### config.mk
export PLATFORM = sky130hd
export DESIGN_NAME = btb_update_queue
export DESIGN_NICKNAME = d
export VERILOG_FILES = /design/src/rtl/btb_update_queue.sv
export SDC_FILE = /design/constraint.sdc
export NUM_CORES = 1
export LEC_CHECK = 0
export ABC_AREA = 1
export ABC_CLOCK_PERIOD_IN_PS = 4800
export CAP_MARGIN = 20
export CORE_MARGIN = 2
export CORE_UTILIZATION = 55
export DETAILED_ROUTE_END_ITERATION = 8
export DONT_BUFFER_PORTS = 1
export PLACE_DENSITY_LB_ADDON = 0.25
export RECOVER_POWER = 50
export SYNTH_ARGS = -nofsm -noshare
export SYNTH_HDL_FRONTEND = slang
export SYNTH_SLANG_ARGS = --single-unit
### constraint.sdc
create_clock -name clock -period 4.8 [get_ports clock]
set_input_delay 0.96 -clock clock [delete_from_list [all_inputs] [get_ports clock]]
set_output_delay 0.96 -clock clock [all_outputs]
set_load 0.1 [all_outputs]
### src/rtl/btb_update_queue.sv
// btb_update_queue
//   Small FIFO that buffers BTB corrections discovered at branch resolution
//   until the BTB write port is free. A resolve whose prediction was wrong
//   becomes an entry {pc, jump=taken, target}. A later correction for the
//   same pc[31:2] overwrites the queued entry in place instead of taking a
//   second slot.
//
// Ports
//   clock                       rising-edge clock
//   reset                       asynchronous, active-low reset
//   io_resolve_valid/ready      resolve handshake (see below)
//   io_resolve_bits_*           resolved pc/direction/target plus the BTB
//                               response captured at fetch
//   io_drain_en                 BTB write port is available this cycle
//   io_flush                    drop every queued update
//   io_write_valid/bits_*       BTB write request taken from the head entry
//   io_count                    registered occupancy
//
// Handshake: a resolve transfers on a rising edge when io_resolve_valid and
// io_resolve_ready are both 1 and io_flush is 0. io_resolve_ready is ~full
// and never looks at a same-cycle pop. The write side has no ready: the BTB
// always takes a request, so io_write_valid=1 pops the head on that edge.
module btb_update_queue #(
    parameter int DEPTH = 4
) (
    input  logic                       clock,
    input  logic                       reset,
    input  logic                       io_resolve_valid,
    output logic                       io_resolve_ready,
    input  logic [31:0]                io_resolve_bits_pc,
    input  logic                       io_resolve_bits_is_branch,
    input  logic                       io_resolve_bits_taken,
    input  logic [31:0]                io_resolve_bits_target,
    input  logic                       io_resolve_bits_pred_hit,
    input  logic                       io_resolve_bits_pred_jump,
    input  logic [31:0]                io_resolve_bits_pred_target,
    input  logic                       io_drain_en,
    input  logic                       io_flush,
    output logic                       io_write_valid,
    output logic [31:0]                io_write_bits_pc,
    output logic                       io_write_bits_jump,
    output logic [31:0]                io_write_bits_target,
    output logic [$clog2(DEPTH):0]     io_count
);

    localparam int PW = $clog2(DEPTH);
    localparam int CW = PW + 1;

    // Entry storage; contents are meaningful only where entry_valid is set.
    logic [31:0]      pc_q     [DEPTH];
    logic             jump_q   [DEPTH];
    logic [31:0]      target_q [DEPTH];
    logic [DEPTH-1:0] entry_valid_q;

    logic [PW-1:0] head_q;
    logic [PW-1:0] tail_q;
    logic [CW-1:0] count_q;

    logic             full;
    logic             empty;
    logic             need_update;
    logic             accept;
    logic             pop;
    logic             enq;
    logic             merge_hit;
    logic [DEPTH-1:0] merge_mask;

    assign full  = (count_q == CW'(DEPTH));
    assign empty = (count_q == '0);

    // The BTB needs a write when a taken branch was not predicted as a hit
    // to the same target, or when a predicted-taken entry turned out not taken.
    assign need_update = io_resolve_bits_is_branch &
        ((io_resolve_bits_taken &
          (~io_resolve_bits_pred_hit | ~io_resolve_bits_pred_jump |
           (io_resolve_bits_pred_target != io_resolve_bits_target))) |
         (io_resolve_bits_pred_hit & io_resolve_bits_pred_jump &
          ~io_resolve_bits_taken));

    assign io_resolve_ready = ~full;
    assign accept           = io_resolve_valid & io_resolve_ready & ~io_flush;

    assign io_write_valid       = ~empty & io_drain_en & ~io_flush;
    assign pop                  = io_write_valid;
    assign io_write_bits_pc     = pc_q[head_q];
    assign io_write_bits_jump   = jump_q[head_q];
    assign io_write_bits_target = target_q[head_q];

    // The head leaving this cycle must not absorb the update, otherwise the
    // correction would be lost with it; it goes to the tail instead.
    always_comb begin
        merge_mask = '0;
        for (int i = 0; i < DEPTH; i++) begin
            if (entry_valid_q[i] &&
                (pc_q[i][31:2] == io_resolve_bits_pc[31:2]) &&
                !(pop && (head_q == PW'(i)))) begin
                merge_mask[i] = 1'b1;
            end
        end
    end

    assign merge_hit = accept & need_update & (|merge_mask);
    assign enq       = accept & need_update & ~(|merge_mask);

    assign io_count = count_q;

    // Control state: pointers, occupancy and per-entry valid bits.
    always_ff @(posedge clock or negedge reset) begin
        if (!reset) begin
            head_q        <= '0;
            tail_q        <= '0;
            count_q       <= '0;
            entry_valid_q <= '0;
        end else if (io_flush) begin
            head_q        <= '0;
            tail_q        <= '0;
            count_q       <= '0;
            entry_valid_q <= '0;
        end else begin
            // head and tail never coincide when both pop and enq happen,
            // since that would need the queue to be full or empty.
            if (pop) begin
                entry_valid_q[head_q] <= 1'b0;
                head_q                <= head_q + PW'(1);
            end
            if (enq) begin
                entry_valid_q[tail_q] <= 1'b1;
                tail_q                <= tail_q + PW'(1);
            end
            case ({enq, pop})
                2'b10:   count_q <= count_q + CW'(1);
                2'b01:   count_q <= count_q - CW'(1);
                default: count_q <= count_q;
            endcase
        end
    end

    // Entry data carries no reset; entry_valid_q guards every use of it.
    always_ff @(posedge clock) begin
        for (int i = 0; i < DEPTH; i++) begin
            if (merge_hit && merge_mask[i]) begin
                jump_q[i]   <= io_resolve_bits_taken;
                target_q[i] <= io_resolve_bits_target;
            end
        end
        if (enq) begin
            pc_q[tail_q]     <= io_resolve_bits_pc;
            jump_q[tail_q]   <= io_resolve_bits_taken;
            target_q[tail_q] <= io_resolve_bits_target;
        end
    end

endmodule

==> results of run 1 <==
-- cells in the mapped netlist --
| cell type | count | area [um^2] |
|---|---|---|
| edfxtp_1 | 260 | 7810 |
| nand2_1 | 256 | 961 |
| nor2_1 | 165 | 619 |
| o21ai_0 | 143 | 716 |
| inv_1 | 111 | 417 |
| xnor2_1 | 62 | 543 |
| a21oi_1 | 58 | 290 |
| o22ai_1 | 51 | 319 |
| clkbuf_1 | 40 | 150 |
| xor2_1 | 17 | 149 |
| inv_2 | 13 | 48.8 |
| dfrtp_1 | 11 | 275 |
| nand3_1 | 11 | 55.1 |
| ha_1 | 8 | 100 |
| clkbuf_2 | 7 | 35.0 |
| nand4_1 | 6 | 37.5 |
| nor3_1 | 5 | 25.0 |
| buf_2 | 4 | 20.0 |
| nand2_2 | 3 | 18.8 |
| nor2_2 | 3 | 18.8 |
| a21boi_1 | 2 | 15.0 |
| inv_4 | 2 | 12.5 |
| nand2_4 | 2 | 22.5 |
| o21a_1 | 2 | 15.0 |
| or2_2 | 2 | 12.5 |
| buf_1 | 1 | 3.75 |
| fa_1 | 1 | 20.0 |
| nand3_2 | 1 | 10.0 |
| nand3_4 | 1 | 17.5 |
| nor2_4 | 1 | 11.3 |
| nor3_2 | 1 | 10.0 |
| or2_0 | 1 | 6.26 |
| or2_1 | 1 | 6.26 |
-- per-stage QoR --
stage	area (um^2)	util	setup WS, ns	instances
after floorplan	12800	-	0.143	1252
after global placement	13900	0.614	1.24	1565
after detailed placement	13900	0.614	1.21	1565
after CTS	14800	0.651	0.939	1614
after global routing	14700	0.649	0.405	1614
final	14700	0.649	0.670	1614
-- worst reg2reg max path, stage by stage, from the launching register on --
cell	delay, ns
dfrtp_1	0.32
clkbuf_1	0.99
inv_2	0.07
nand2_1	0.14
nand3_1	0.26
inv_4	0.37
nand2_1	0.08
nand2_1	0.06
inv_1	0.06
nand3_2	0.11
nand2_1	0.09
nor2_4	0.14
nand2_4	0.11
nor2_4	0.10
clkbuf_2	0.80
-- worst max-delay path by stage --
| stage | end | slack [ns] |
|---|---|---|
| after floorplan | jump_q[1] | 0.14 |
| after global placement | target_q[1][21] | 1.24 |
| after detailed placement | target_q[1][21] | 1.21 |
| after CTS | io_write_bits_target[17] | 0.94 |
| after global routing | pc_q[2][0] | 0.40 |
| final | pc_q[2][8] | 0.67 |
-- report_power, final --
part           switching [W]  internal, W
clock               0.000868      0.00114
sequential          0.000118      0.00267
combinational        0.00303     0.000742
-- layout by cell type, fill, tap and decap left out, drive strengths merged --
master    instances
o21ai           143
clkbuf           34
xor2             17
o21a              2
nand2           261
clkinvlp          4
a21oi            58
ha                8
xnor2            62
fa                1
nand4             6
nand3            13
or2               4
inv             125
clkinv           14
o22ai            51
bufinv            2
buf              76
nor2            169
edfxtp          260
dfrtp            11
nor3              6
a21boi            2
-- area by class of cell --
type / instances / area, um^2 / area share
timing repair buffer: 80 / 601 / 0.0407
inverter: 126 / 479 / 0.0325
clock inverter: 19 / 149 / 0.0101
tap: 285 / 357 / 0.0242
multi-input combinational: 803 / 4380 / 0.297
sequential: 271 / 8090 / 0.549
clock buffer: 30 / 687 / 0.0466
-- per-layer routing --
metal  vias to the layer above  track usage  share of wire  wire [um]
li1                       4336            -              -          -
met1                      4260        0.325           0.41      12500
met2                       321        0.425           0.49      15000
met3                        52       0.0501          0.074       2240
met4                         0       0.0712          0.022        657
met5                         -            0              0          0
-- sequential cells by signal (all words and copies together) (netlist names) --
register       flops
head_q             2
entry_valid_q      4
jump_q             4
io_count           3
pc_q             128
tail_q             2
target_q         128
-- kinds of logic after synthesis --
logic type	Yosys count	share of synthesized area
AND/OR/NAND/NOR	459	0.143
flip-flops	271	0.633
buffers and inverters	178	0.0538
XOR/XNOR	79	0.0542
AO/OA/AOI/OAI	256	0.106
adder cells (fa/ha/maj)	9	0.00941
==> impl_metrics.tcl, run 1 <==
set metrics [dict create \
    clk_pin_slew_ns 0.06 \
    tritoncts "yes" \
    drv_cap 0 \
    path_max_fanout 33 \
    required_ns 4.95 \
    io_pins 175 \
    clock-root-buffer "clkbuf_16" \
    cts_setup_buffers 0 \
    critPathBufInv 5 \
    period_share 0.860 \
    r2r_cells 14 \
    crit_family "buffers and inverters" \
    grt_max_degree 154 \
    cp.arrival_ns 4.28 \
    ys_types 33 \
    critPathCaptureType "flip-flop" \
    gp_congestion 0.848 \
    grt_pass1_wl_mm 46.9 \
    viasPerCell 5.56 \
    grt_pass1_vias 8826 \
    hp-class "in -> async" \
    setup_tns_ns 0 \
    synth.ff_latch_count 271 \
    cp_slowest_stage_delay_ns 0.99 \
    n_antenna_cell 0 \
    cts_hold_buf 0 \
    cts_buffers 27 \
    drive_above_1_share 0.161 \
    clkSinkCount 271 \
    power_density_mw_per_mm2 581 \
    ys_seq_area_frac 0.633 \
    r2r-end "pc_q[2][8]" \
    place.port_buffers 0 \
    holdWs_ns 0.111 \
    cts_max_level 1 \
    die-area_mm2 0.0245 \
    grt.total_usage 0.249 \
    cp_slowest_cell "clkbuf_1" \
    finalSetupViolCount 0 \
    die_x_um 156 \
    ff2ff_setup_slack_ns 0.67 \
    first_iter_violations 805 \
    crit_path_start "io_count[2]" \
    antenna_found_initial 0 \
    gr-total-overflow 0 \
    post_drt_wl_per_cell_um 18.8 \
    min_period_ns 4.13 \
    clock_latency_ns 0.54 \
    synth_warnings 0 \
    ir_drop_mv 0.388 \
    drv_slew 0 \
    final_nets 1423 \
    outcome "finished, final reports clean" \
    rsz0062_at_grt "no" \
    cts_resized 0 \
    worstSetupPathDepth 14 \
    cts_buffer_depth 3 \
    dieHeight_um 156 \
    avgSynthCellArea_um2 10.2 \
    cp_cell_sequence "clkbuf_1 > inv_2 > nand2_1 > nand3_1 > inv_4 > nand2_1 > nand2_1 > inv_1 > nand3_2 > nand2_1 > nor2_4 > nand2_4 > nor2_4 > clkbuf_2" \
    hold_viol_final 0 \
    fin_skew_ns 0.0157 \
    syn_area_mm2 0.0128 \
    nFillCells 1760 \
    synth_nets 1366 \
    start_util 0.562 \
    coreArea_mm2 0.0227 \
    routed_wl_mm 30.3 \
    power_w 0.00856 \
    fmax_mhz 242 \
    drc 0 \
    relSlewSlack 0.0884 \
    via_count 8969 \
    ant_nets 0 \
    hpwlAfterDp_mm 19.4 \
    criticalPathCategory "reg -> reg" \
    syn2layout_area_growth_pct 15.5 \
    startpoint_type "flip-flop" \
    timing.rr.start "io_count[2]" \
    rows 55 \
    tightest_slew_ns 1.37 \
    syn_inst 1252 \
    first_pass_iters 5 \
    path_common_cell "nand2_1" \
    p_leak_nw 5.66 \
]
(Power assumes the default switching activity.)
==> run 2, diff against run 1 <==
--- a/config.mk
+++ b/config.mk
@@ -5,7 +5,6 @@
 export SDC_FILE = /design/constraint.sdc
 export NUM_CORES = 1
 export LEC_CHECK = 0
-export ABC_AREA = 1
 export ABC_CLOCK_PERIOD_IN_PS = 4800
 export CAP_MARGIN = 20
 export CORE_MARGIN = 2
==> run 2 against run 1 <==
Via count down 27%; total power down 25%; register-to-register slack better by 0.13 ns; global-route usage is 0.94 points lower; non-clock buffer count down 63; sequential cell count stayed put; clock power is essentially flat; fmax increased by 3.3%; design area shrank 8.7%; final cell count shrank 37%; die area fell by 4.6%; critical path type unchanged; highest routed layer unchanged.
==> impl_metrics.tcl, run 2 <==
set metrics [dict create \
    synthTopCellsByCount "edfxtp_1 (260), xor2_1 (123), mux4_2 (65)" \
    tritoncts "yes" \
    clock-root-buffer "clkbuf_16" \
    timing.rr.start "io_count[2]" \
    synth_warnings 0 \
    postSynth.asyncResetShare 0.0406 \
    routed_wl_mm 28.1 \
    startpoint_type "flip-flop" \
    die-area_mm2 0.0233 \
    viasPerCell 6.46 \
    multi_input_area_mm2 0.00400 \
    synthFlopType "edfxtp_1" \
    cts_setup_buffers 0 \
    syn_area_mm2 0.0122 \
    synth_nets 805 \
    antenna_found_initial 0 \
    period_share 0.833 \
    drive_above_1_share 0.194 \
    ys_types 37 \
    cts_hold_buf 0 \
    die_x_um 153 \
    gp_congestion 0.909 \
    finalSetupViolCount 0 \
    rsz0062_at_grt "no" \
    final_nets 833 \
    synth.ff_latch_count 271 \
    first_pass_iters 5 \
    avgSynthCellArea_um2 17.6 \
    relSlewSlack 0.386 \
    first_iter_violations 636 \
    synth-edff-count 260 \
    grt.total_usage 0.239 \
    fin_skew_ns 0.0217 \
    start_util 0.559 \
    clk_pin_slew_ns 0.06 \
    tightest_slew_ns 0.914 \
    coreArea_mm2 0.0218 \
    fmax_mhz 250 \
    synth_top_area_share 0.642 \
    n_antenna_cell 0 \
    r2r-end "io_count[2]" \
    place.port_buffers 0 \
    hp-class "in -> async" \
    grt_pass1_wl_mm 42.5 \
    layout_commonest_cell "edfxtp_1" \
    nFillCells 1594 \
    hold_viol_final 0 \
    cts_buffers 27 \
    clock_latency_ns 0.54 \
    drv_slew 0 \
    drc 0 \
    syn_inst 691 \
    top_regs "pc_q x128, target_q x128" \
    cts_resized 0 \
    power_density_mw_per_mm2 474 \
    ir_drop_mv 0.325 \
    hpwlAfterDp_mm 19.6 \
    dieHeight_um 153 \
    yosysMostFrequentCell "edfxtp_1" \
    synth_top_area_cell "edfxtp_1" \
    criticalPathCategory "reg -> reg" \
    post-route-util 0.619 \
    drv_cap 0 \
    setup_tns_ns 0 \
    cts_buffer_depth 3 \
    cp.arrival_ns 4.38 \
    grt_pass1_vias 6766 \
    required_ns 5.18 \
    r2r_cells 13 \
    ys_top_cells_by_area "edfxtp_1 (64%), mux4_2 (12%), xor2_1 (8.9%)" \
    min_period_ns 4.00 \
    mostFrequentLayoutCells "edfxtp_1 (260), xor2_1 (123), mux4_2 (65)" \
    ys_seq_area_frac 0.664 \
    syn2layout_area_growth_pct 10.6 \
    seq_area_mm2 0.00809 \
    via_count 6582 \
    ant_nets 0 \
    p_leak_nw 4.21 \
    post_drt_wl_per_cell_um 27.6 \
    rows 54 \
    clkSinkCount 271 \
    grt_max_degree 40 \
    io_pins 175 \
    outcome "finished, final reports clean" \
    ff2ff_setup_slack_ns 0.80 \
    cts_max_level 1 \
    gr-total-overflow 0 \
    path_max_fanout 10 \
    critPathCaptureType "flip-flop" \
]
## run 2: cell types whose count changed in the layout (fill, tap and decap cells not counted), moves of 65 or more
| cell | delta |
|---|---|
| inv_1 | -101 |
| xor2_1 | +106 |
| o21ai_0 | -136 |
| nor2_1 | -154 |
| nand2_1 | -241 |
| mux4_2 | +65 |
## run 2: critical path, stage by stage, from the launching register on
cell,delay (ns)
dfrtp_1,0.36
buf_4,0.24
nor3_1,0.79
o31ai_2,0.20
nand2b_1,0.19
or4_4,0.54
nand4_4,0.17
nor2_4,0.09
nor3_1,0.24
fa_1,0.31
nor4_1,0.08
and2_1,0.17
a2111oi_0,0.36
nand3_1,0.12
## run 2: metrics by stage
| stage | setup WS [ns] | cell area, um^2 | std cells | hold WS [ns] | total power [W] |
|---|---|---|---|---|---|
| 5_1_grt | 0.513 | 13500 | 1019 | 0.0989 | 0.00656 |
| 3_5_place_dp | 0.893 | 12600 | 969 | 0.568 | 0.00445 |
| 3_3_place_gp | 1.01 | 12600 | 969 | 0.556 | 0.00444 |
| 2_1_floorplan | 0.321 | 12200 | 691 | 0.520 | 0.00425 |
| 6_report | 0.802 | 13500 | 1019 | 0.124 | 0.00639 |
| 4_1_cts | 1.14 | 13500 | 1018 | 0.102 | 0.00645 |
## run 2: how the worst max path moves through the flow
| stage | from | to | slack, ns | depth (start not counted) |
|---|---|---|---|---|
| 2_1_floorplan | head_q[0] | jump_q[0] | 0.32 | 10 |
| 3_3_place_gp | io_resolve_bits_pc[29] | io_count[2] | 1.01 | 12 |
| 3_5_place_dp | io_resolve_bits_pc[15] | io_count[2] | 0.89 | 12 |
| 4_1_cts | head_q[1] | pc_q[0][27] | 1.14 | 11 |
| 5_1_grt | io_count[2] | io_count[2] | 0.51 | 13 |
| 6_report | io_count[2] | io_count[2] | 0.80 | 13 |
## run 2: kinds of logic (layout without fill, tap and decap cells)
group | count (synthesis) | after routing | synth area share
compound gates | 19 | 19 | 0.0114
flops | 271 | 271 | 0.664
fa+ha+maj | 9 | 9 | 0.00987
xor+xnor | 155 | 155 | 0.112
simple gates | 143 | 143 | 0.0720
mux | 67 | 67 | 0.122
buf+inv | 27 | 75 | 0.00853
## run 2: layout make-up
type,instances,area share
inverters,9,0.00251
flip-flops and latches,271,0.601
repair buffers,17,0.0108
multi-input cells,393,0.297
well taps,280,0.0260
clock inverters,18,0.0112
clock buffers,31,0.0513
## run 2: metal layers
metal / wire length (um) / vias up / global-route usage / part of all wire
li1: - / 2816 / - / -
met1: 11500 / 3399 / 0.344 / 0.41
met2: 13500 / 325 / 0.378 / 0.48
met3: 2700 / 42 / 0.0637 / 0.096
met4: 424 / 0 / 0.0467 / 0.015
met5: 0 / - / 0 / 0
## run 2: power breakdown
| part | leakage [nW] | switching (W) | total [W] | internal, W |
|---|---|---|---|---|
| Clock | 0.404 | 0.000865 | 0.00201 | 0.00114 |
| Combinational | 1.32 | 0.00138 | 0.00173 | 0.000346 |
| Sequential | 2.49 | 0.0000185 | 0.00265 | 0.00263 |
| Total | 4.21 | 0.00226 | 0.00639 | 0.00412 |
==> run 3, diff against run 2 <==
--- a/config.mk
+++ b/config.mk
@@ -5,7 +5,7 @@
 export SDC_FILE = /design/constraint.sdc
 export NUM_CORES = 1
 export LEC_CHECK = 0
-export ABC_CLOCK_PERIOD_IN_PS = 4800
+export ABC_CLOCK_PERIOD_IN_PS = 3800
 export CAP_MARGIN = 20
 export CORE_MARGIN = 2
 export CORE_UTILIZATION = 55
==> constraint.sdc (replaced) <==
create_clock -name clock -period 3.8 [get_ports clock]
set_input_delay 0.76 -clock clock [delete_from_list [all_inputs] [get_ports clock]]
set_output_delay 0.76 -clock clock [all_outputs]
set_load 0.1 [all_outputs]
==> run 3 against run 2 <==
Clock skew is 0.0082 ns lower; routed wire length is 3.2% higher; via count is 0.73% higher; sequential power is 27% higher; critical endpoint unchanged; sequential cell count stayed put; register-to-register slack worse by 0.54 ns; critical path depth is 1 lower; fmax is 13% higher; combinational power is 27% higher; die area stayed put.
==> impl_metrics.tcl, run 3 (same netlist as run 2, synthesis figures left out) <==
set metrics [dict create \
    nFillCells 1538 \
    cp.arrival_ns 3.95 \
    cts_resized 0 \
    post_drt_wl_per_cell_um 28.3 \
    startpoint_type "flip-flop" \
    fin_skew_ns 0.0134 \
    rows 54 \
    min_period_ns 3.54 \
    clock-root-buffer "clkbuf_16" \
    top_regs "pc_q x128, target_q x128" \
    die_x_um 153 \
    fmax_mhz 282 \
    tightest_slew_ns 1.25 \
    power_w 0.00834 \
    cp_cell_sequence "xor2_1 > nor4_1 > nand2b_1 > or4_4 > nand4_4 > nor2_4 > nor3_1 > fa_1 > nor4_1 > and2_1 > a2111oi_0 > nand3_1" \
    ant_nets 0 \
    power_density_mw_per_mm2 613 \
    path_max_fanout 10 \
    start_util 0.559 \
    setup_tns_ns 0 \
    grt_max_degree 46 \
    die-area_mm2 0.0233 \
    critPathCaptureType "flip-flop" \
    n_antenna_cell 0 \
    criticalPathCategory "reg -> reg" \
    clkSinkCount 271 \
    place.port_buffers 0 \
    first_iter_violations 641 \
    hp-class "in -> reg" \
    cp_slowest_cell "nor4_1" \
    cts_buffer_depth 3 \
    first_pass_iters 5 \
    cts_setup_buffers 0 \
    cts_buffers 28 \
    cp_slowest_stage_delay_ns 0.65 \
    antenna_found_initial 0 \
    io_pins 175 \
    relSlewSlack 0.169 \
    mostFrequentLayoutCells "edfxtp_1 (260), xor2_1 (123), mux4_2 (65)" \
    grt.total_usage 0.248 \
    ir_drop_mv 0.430 \
    final_nets 836 \
    gr-total-overflow 0 \
    rsz0062_at_grt "no" \
    dieHeight_um 153 \
    tritoncts "yes" \
    crit_family "simple AND/OR/NAND/NOR gates" \
    drv_slew 0 \
    drc 0 \
    hpwlAfterDp_mm 20.2 \
    path_common_cell "nor4_1" \
    cts_max_level 1 \
    syn2layout_area_growth_pct 11.8 \
    period_share 0.932 \
    via_count 6630 \
    critPathBufInv 0 \
    clock_latency_ns 0.55 \
    required_ns 4.21 \
    gp_congestion 0.939 \
    routed_wl_mm 29.0 \
    hold_viol_final 0 \
    p_leak_nw 4.28 \
    post-route-util 0.625 \
    grt_pass1_vias 6632 \
    coreArea_mm2 0.0218 \
    layout_commonest_cell "edfxtp_1" \
    finalSetupViolCount 0 \
    clk_pin_slew_ns 0.06 \
    grt_pass1_wl_mm 43.3 \
    viasPerCell 6.48 \
    drv_cap 0 \
    drive_above_1_share 0.202 \
    outcome "finished, final reports clean" \
]
-- run 3: changes by cell type in the layout (fill, tap and decap cells not counted), moves of 2 or more --
cell	before	now
clkinv_2	4	7
clkinv_1	6	4
dfrtp_2	1	3
clkinvlp_4	3	1
clkbuf_1	4	6
bufinv_16	2	5
dfrtp_1	9	7
-- run 3: cell type report --
cell class              instances  area (um^2)  area share
flip-flops and latches        271         8090       0.595
repair buffers                 19          155      0.0114
multi-input cells             393         4030       0.296
clock buffers                  32          716      0.0526
well taps                     280          350      0.0257
clock inverters                19          233      0.0171
inverters                       9         33.8     0.00248
-- run 3: per-layer routing --
metal | routed length (um) | vias up | track usage
met3 | 2790 | 47 | 0.0677
li1 | - | 2839 | -
met1 | 11700 | 3425 | 0.349
met2 | 13800 | 319 | 0.389
met4 | 694 | 0 | 0.0644
met5 | 0 | - | 0
-- run 3: timing repair --
action	CTS	global route
endpoints found under the setup margin	0	0
hold endpoints to repair	11	0
hold buffers	1	0
-- run 3: path summary, 6_finish.rpt --
check | slack [ns] | start | cells past startpoint | end
hold reg to reg | 0.58 | entry_valid_q[3] | 2 | entry_valid_q[3]
max in group asynchronous | 2.74 | reset | 1 | head_q[0]
hold / removal | 0.28 | io_flush | 1 | head_q[0]
min in group asynchronous | 0.64 | reset | 1 | io_count[2]
setup reg to reg | 0.26 | pc_q[0][29] | 12 | io_count[2]
setup / recovery | 0.26 | pc_q[0][29] | 12 | io_count[2]
-- run 3: metrics by stage --
step	std cells	cell area, um^2	hold slack (ns)	worst slack, ns
final	1023	13600	0.277	0.259
after global routing	1023	13600	0.254	0.00383
after CTS	1022	13600	0.257	0.286
after detailed placement	970	12600	0.465	0.00000400
after global placement	970	12600	0.465	0.0452
after floorplan	691	12200	0.464	-0.410
-- run 3: power by group --
group,switching (W),leakage [nW],internal (W)
logic,0.00176,1.33,0.000436
clock network,0.00109,0.466,0.00169
registers,0.0000312,2.49,0.00333
total,0.00288,4.28,0.00545
-- run 3: worst register-to-register path, delay by kind of cell, from the launching register on --
kind                     cells  cell delay [ns]
AO/OA/AOI/OAI                1             0.28
flip-flops                   1             0.40
adder cells (fa/ha/maj)      1             0.31
XOR/XNOR                     1             0.21
AND/OR/NAND/NOR              9             2.23
